`src/rtl/branch_target_table.sv`:
```
// Writable branch-target table: filled once per session over a valid/ready stream,
// read combinationally by branch index; unwritten entries read as zero.
module branch_target_table #(
    parameter int D = 12,
    parameter int A = 5
) (
    input  logic                clk,
    input  logic                rst_n,
    input  logic                start,
    input  logic [A:0]          load_count,
    input  logic                in_valid,
    input  logic signed [D-1:0] in_target,
    output logic                in_ready,
    output logic                busy,
    output logic                done,
    output logic [A:0]          loaded_count,
    input  logic [A-1:0]        rd_addr,
    output logic signed [D-1:0] rd_target
);

    localparam int DEPTH = 1 << A;
    localparam logic [A:0] DEPTH_N = (A+1)'(DEPTH);

    typedef enum logic [1:0] {
        IDLE = 2'd0,
        LOAD = 2'd1,
        DONE = 2'd2
    } state_t;

    state_t              state;
    state_t              state_next;
    logic [DEPTH-1:0]    valid;
    logic signed [D-1:0] data [DEPTH];
    logic [A:0]          cnt;
    logic [A:0]          len;
    logic [A:0]          len_in;
    logic [A-1:0]        wr_ptr;
    logic                start_ok;
    logic                accept;

    function automatic logic [A:0] sat_len(input logic [A:0] req);
        return (req > DEPTH_N) ? DEPTH_N : req;
    endfunction

    // Write pointer is the low part of the beat counter; the counter itself is the
    // reported loaded_count.
    assign wr_ptr       = cnt[A-1:0];
    assign len_in       = sat_len(load_count);
    assign start_ok     = start && (state != LOAD);
    assign accept       = in_valid && (state == LOAD);
    assign in_ready     = (state == LOAD);
    assign busy         = (state == LOAD);
    assign done         = (state == DONE);
    assign loaded_count = cnt;

    always_comb begin
        state_next = state;
        case (state)
            IDLE, DONE: begin
                if (start) begin
                    state_next = (len_in == '0) ? DONE : LOAD;
                end
            end
            LOAD: begin
                if (accept && ((cnt + (A+1)'(1)) == len)) begin
                    state_next = DONE;
                end
            end
            default: state_next = IDLE;
        endcase
    end

    always_ff @(posedge clk) begin
        if (!rst_n) begin
            state <= IDLE;
            valid <= '0;
            cnt   <= '0;
            len   <= '0;
        end else begin
            state <= state_next;
            if (start_ok) begin
                valid <= '0;
                cnt   <= '0;
                len   <= len_in;
            end else if (accept) begin
                valid[wr_ptr] <= 1'b1;
                cnt           <= cnt + (A+1)'(1);
            end
        end
    end

    // Payload storage carries no reset; the valid bits alone gate visibility.
    always_ff @(posedge clk) begin
        if (accept) begin
            data[wr_ptr] <= in_target;
        end
    end

    always_comb begin
        rd_target = valid[rd_addr] ? data[rd_addr] : '0;
    end

endmodule

```
`config.mk`:
```
export PLATFORM = sky130hd
export DESIGN_NAME = branch_target_table
export DESIGN_NICKNAME = d
export VERILOG_FILES = /design/src/rtl/branch_target_table.sv
export SDC_FILE = /design/constraint.sdc
export NUM_CORES = 1
export LEC_CHECK = 0
export ABC_AREA = 1
export CORE_MARGIN = 2
export CORE_UTILIZATION = 53
export CTS_BUF_LIST = sky130_fd_sc_hd__clkbuf_4 sky130_fd_sc_hd__clkbuf_8
export CTS_CLUSTER_DIAMETER = 150
export CTS_CLUSTER_SIZE = 28
export DETAILED_ROUTE_END_ITERATION = 16
export GPL_TIMING_DRIVEN = 0
export PLACE_DENSITY = 0.74
export SYNTH_ARGS = -nofsm -noshare
export SYNTH_HDL_FRONTEND = slang
export SYNTH_SLANG_ARGS = --single-unit
```
`constraint.sdc`:
```
create_clock -name clk -period 2.6 [get_ports clk]
set_input_delay 0.26 -clock clk [delete_from_list [all_inputs] [get_ports clk]]
set_output_delay 0.26 -clock clk [all_outputs]
set_load 0.02 [all_outputs]
```
== Yosys cells after proc, flatten, opt, wreduce, memory -nomap -nowiden ==
Memories as Yosys holds them, arrays and structs flattened.
Cells that the tools add are included.
Word-level totals
  flip-flop bits (word level): 46
  RAM bits: 384
  bits of input ports: 27
  output and inout port bits: 21
  word-level logic and storage cells: 39
  memories kept: 1
Memories
  data: depth 32, bits a word 12, read ports 1, clocked after memory_dff 0, wr ports 1, line 33  | logic signed [D-1:0] data [DEPTH];
Cells by class
  $add $sub $neg: 1
  $lt $le $gt $ge: 4
  eq/ne operators: 6
  mux-type cells: 12
  bitwise gates (word level): 2
  reductions and logical operators: 9
Operators by type and width (count)
  $or A32 B32 Y32: 1
  $lt A5 B6 Y1 const B: 2
  $mux W12: 1
  $add A6 B1 Y6 const B: 1
  $eq A6 B6 Y1: 1
  $gt A6 B6 Y1 const B: 1
  $logic_not A6 Y1: 1
  $mux W2: 3
  $mux W6: 1
  $bmux W1 S5: 1
  $demux W1 S5: 1
  $ge A5 B1 Y1 const B: 1
  $logic_and A1 B1 Y1: 4
  $mux W1: 4
  $ne A2 B1 Y1 const B: 2
  $pmux W2 S2: 1
  $reduce_or A2 Y1: 2
  $eq A2 B1 Y1 const B: 1
  $eq A2 B2 Y1 const B: 1
  $logic_not A2 Y1: 1
  $ne A2 B2 Y1 const B: 1
  $reduce_and A2 Y1: 1
  $not A1 Y1: 1

== Depth between registers and ports, before layout ==
  depth in word-level cells: 6
  depth in mapped cells: 13

== Worst setup path after synthesis ==
OpenSTA, ideal clock, no wires.
  kind: reg2reg
  start point: register cnt[0] (netlist: loaded_count[0])
  end point: memory data[3][0] (enable)
  setup time: 382 ps
  data arrival time: 1617 ps
  required time: 2218 ps
  path slack: 602 ps
  cell stages (with the launch flop): 6
  buffers on the path: 0
  cell sequence: dfxtp_1 > ha_1 > inv_1 > nor2_1 > inv_1 > nor2_1
RTL lines
  start, declared: line 34  | logic [A:0] cnt;
  start signal, assigned: line 87  | cnt <= cnt + (A+1)'(1);
  end, declared: line 33
Straight into the memory's write port.

== Final worst setup path ==
  start point: register state[0]
  end point: memory data[21][10] (enable)
On the way
  word-level cells in the longest chain between the ends: 4
RTL lines
  start, declared: line 30  | state_t state;
  start signal, assigned: line 80  | state <= state_next;
  $eq A2 B1 Y1: line 50  | assign accept = in_valid && (state == LOAD);
  $logic_and A1 B1 Y1: line 50
  $mux W1: line 94  | if (accept) begin
  $mux W1 (implied by the code): line 95  | data[wr_ptr] <= in_target;
Every way passes these cells.

==> run metrics <==
Layout area overhead 10.0%; unrepaired setup endpoints after global routing true; placed cell count 1982; CTS Buf Count 19; final setup margin -0.0707 ns; Crit. End Element register; Layout Cells excl Fill 2018; TritonCTS clock tree done; CP top delay family simple AND/OR/NAND/NOR gates; Rel. slew slack 8.13%; final hold violation count 0; Synth Flop Type edfxtp_1; worst r2r src state[0]; Hold Path Class primary input to register; gr usage total 29.4%; die height 185 µm; worst skew pair latency 0.60 ns; via count 12483; crit-path most repeated cell nand2_1; most frequent cell after synthesis nor2_1; Final Power 11.6 mW; Fmax achieved 374 MHz; CP max FO 13; outcome complete, but fails checks; first-pass GRT wire length 72600 µm; Ys Warns 0; fin. max-slew vios 0; overall routed net length 50400 µm; DRC viols 0; top-area cell type share of the netlist area 66.1%; Seq cells post-synth 430; syn nets 1520; die area 34400 µm²; Post-Synthesis Cell Area 17400 µm²; Placed Area 18600 µm²; Sw Pwr 2.81 mW; buffers added on ports 44; Logic pwr share 9.5%; Cell Rows 66; worst path cell trace nand2_1 -> nor2_1 -> buf_2 -> nand2_1 -> nor2_2; via/cell ratio 6.19; gr ovfl total 0; 1st-iter DRT viols 1942; r2r worst-path depth 5; number of global-route vias before repair 11800; Max clock buf depth 3; HPWL after detailed placement 32400 µm; number of enable flip-flop cells after synthesis 384; cell taking the most area after synthesis edfxtp_1; clock sinks 430; final setup violation count 21; Ant. Diodes 0; Setup crit start state[0]; Synth top cells by count 418 x nor2_1, 384 x edfxtp_1, 193 x o21ai_0; Root Driver clkbuf_8; cell count along the critical path 5; Max Cap Viol 0; Worst Setup Start Kind register; WS Path Type register to register; Tmin final 2.67 ns; design area 19200 µm²; top post-synthesis cells by area edfxtp_1 66%, nor2_1 9.0%, o21ai_0 5.5%; Reg power frac 65.3%; Worst-path clk slew 0.16 ns; slew at the pin closest to its max-slew limit 1.37 ns; Worst VDD drop 0.000359 V; PwrDens 603 nW/µm²; total iterations of the first detailed-routing run 9; Worst R2R Setup Slack -0.07 ns; asr flop ratio synth 0%; Die X-Extent 185 µm; Required @ worst endpoint 2.84 ns; Syn Inst Count 1489; Avg Inst Size Synth 11.7 µm²; CP Data Arrival Time 2.91 ns; Final ANT Viol Nets 0; Seq/Total Area, Yosys 71.4%; WL/cell 25.0 µm; initial antenna violation count 1; Sw Ratio 24.3%; Leakage 6.21 nW; initial core utilization 53.7%; clock power share 25.1%; Worst path max stage delay 0.87 ns; fin crit share 103%; skew final 0.0380 ns; Hold Path Cell Cnt 3; H-Tree Depth 1; GPL Wtd Cong 0.956; final core occ 59.1%; final net count 1595; Worst Path Buf+Inv 1; IO Pins 48; Power Internal 8.75 mW; Hold Buf Count CTS 0; R2R Path End data[21][10]; Max stage delay cell, worst path nor2_2; Worst Setup EP data[21][10]; core area 32500 µm²; pin count of the biggest net entering global routing 33; layout cells sized above 1 11.5%; failing checks negative setup slack; Cell variety after synth 31
-- stage by stage --
| step | hold slack [ns] | worst slack (ns) | setup TNS, ns |
|---|---|---|---|
| 2_1_floorplan | 0.359 | 0.602 | 0 |
| 3_3_place_gp | 0.448 | -1.10 | -164.76 |
| 3_5_place_dp | 0.454 | -1.22 | -94.31 |
| 4_1_cts | 0.212 | -0.261 | -11.80 |
| 5_1_grt | 0.230 | -0.222 | -7.65 |
| 6_report | 0.225 | -0.0707 | -0.755 |
-- worst min-delay path by stage --
stage / from / end / slack, ns
finish: load_count[4] / len[4] / 0.22
global route: load_count[4] / len[4] / 0.23
CTS: load_count[4] / len[4] / 0.21
detailed placement: state[1] / state[1] / 0.45
global placement: valid[27] / valid[27] / 0.45
floorplan: in_target[0] / data[0][0] / 0.36
-- timing repair --
item,4_1_cts,5_1_grt
gates resized for setup,86,62
buffers inserted,2,0
pin swaps,3,6
setup endpoints to repair,179,183
gates cloned,1,0
-- sequential cells by signal, indices dropped and copies added, names as in the netlist --
name	flops
data	384
valid	32
len	6
loaded_count	6
state	2
-- layout by cell type (no fill, tap or decap), types with 2 or more instances in the layout --
master	count
clkbuf_4	18
nor2_4	15
nand2_1	71
xnor2_1	2
nand3_2	8
clkbuf_1	15
nor2_1	386
dfxtp_1	46
clkbuf_8	20
buf_2	35
nor2_2	18
clkdlybuf4s50_1	25
inv_1	36
a21oi_1	11
clkbuf_2	33
edfxtp_1	384
ha_1	4
buf_6	7
o21ai_1	10
buf_1	5
nand4_1	3
nor3_1	4
buf_12	3
o31ai_1	4
buf_8	13
o211ai_1	98
buf_4	5
o21ai_0	193
a32o_1	2
nand3_1	89
-- area by class of cell --
class / instances / area (µm²)
fill: 2574 / 13300
sequential: 430 / 12500
multi-input combinational: 926 / 4550
buffer: 93 / 579
tap: 442 / 553
timing repair buffer: 55 / 519
clock buffer: 32 / 359
inverter: 39 / 150
clock inverter: 1 / 20.0
-- power by group through the flow --
stage	clock, mW	sequential (mW)	combinational [mW]
2_1_floorplan	0	7.71	0.544
3_3_place_gp	0	7.71	1.01
3_5_place_dp	0	7.71	1.04
4_1_cts	2.88	7.56	1.06
5_1_grt	3.10	7.56	1.16
6_report	2.91	7.55	1.10
-- cell families after synthesis --
| group | after synthesis | share of synthesized area, % |
|---|---|---|
| buffers and inverters | 133 | 3.67 |
| xor gates and xnor gates | 2 | 0.100 |
| DFF | 430 | 71.4 |
| adders and majority gates | 4 | 0.287 |
| and+or+nand+nor | 597 | 13.7 |
| AOI/OAI and AO/OA | 323 | 10.9 |
-- worst reg2reg max path: cells and delay by family, from the launching register on --
family,cells,cell delay [ns]
buffers and inverters,1,0.27
flip-flops,1,0.41
AND/OR/NAND/NOR,4,1.62
-- per-layer routing --
layer / global-route usage, % / wire [µm] / vias up
li1: - / - / 5442
met1: 38.1 / 18000 / 5958
met2: 47.5 / 23600 / 909
met3: 6.67 / 6350 / 174
met4: 13.3 / 2400 / 0
met5: 0 / 0 / -
Power figures use the tool's default switching activity.
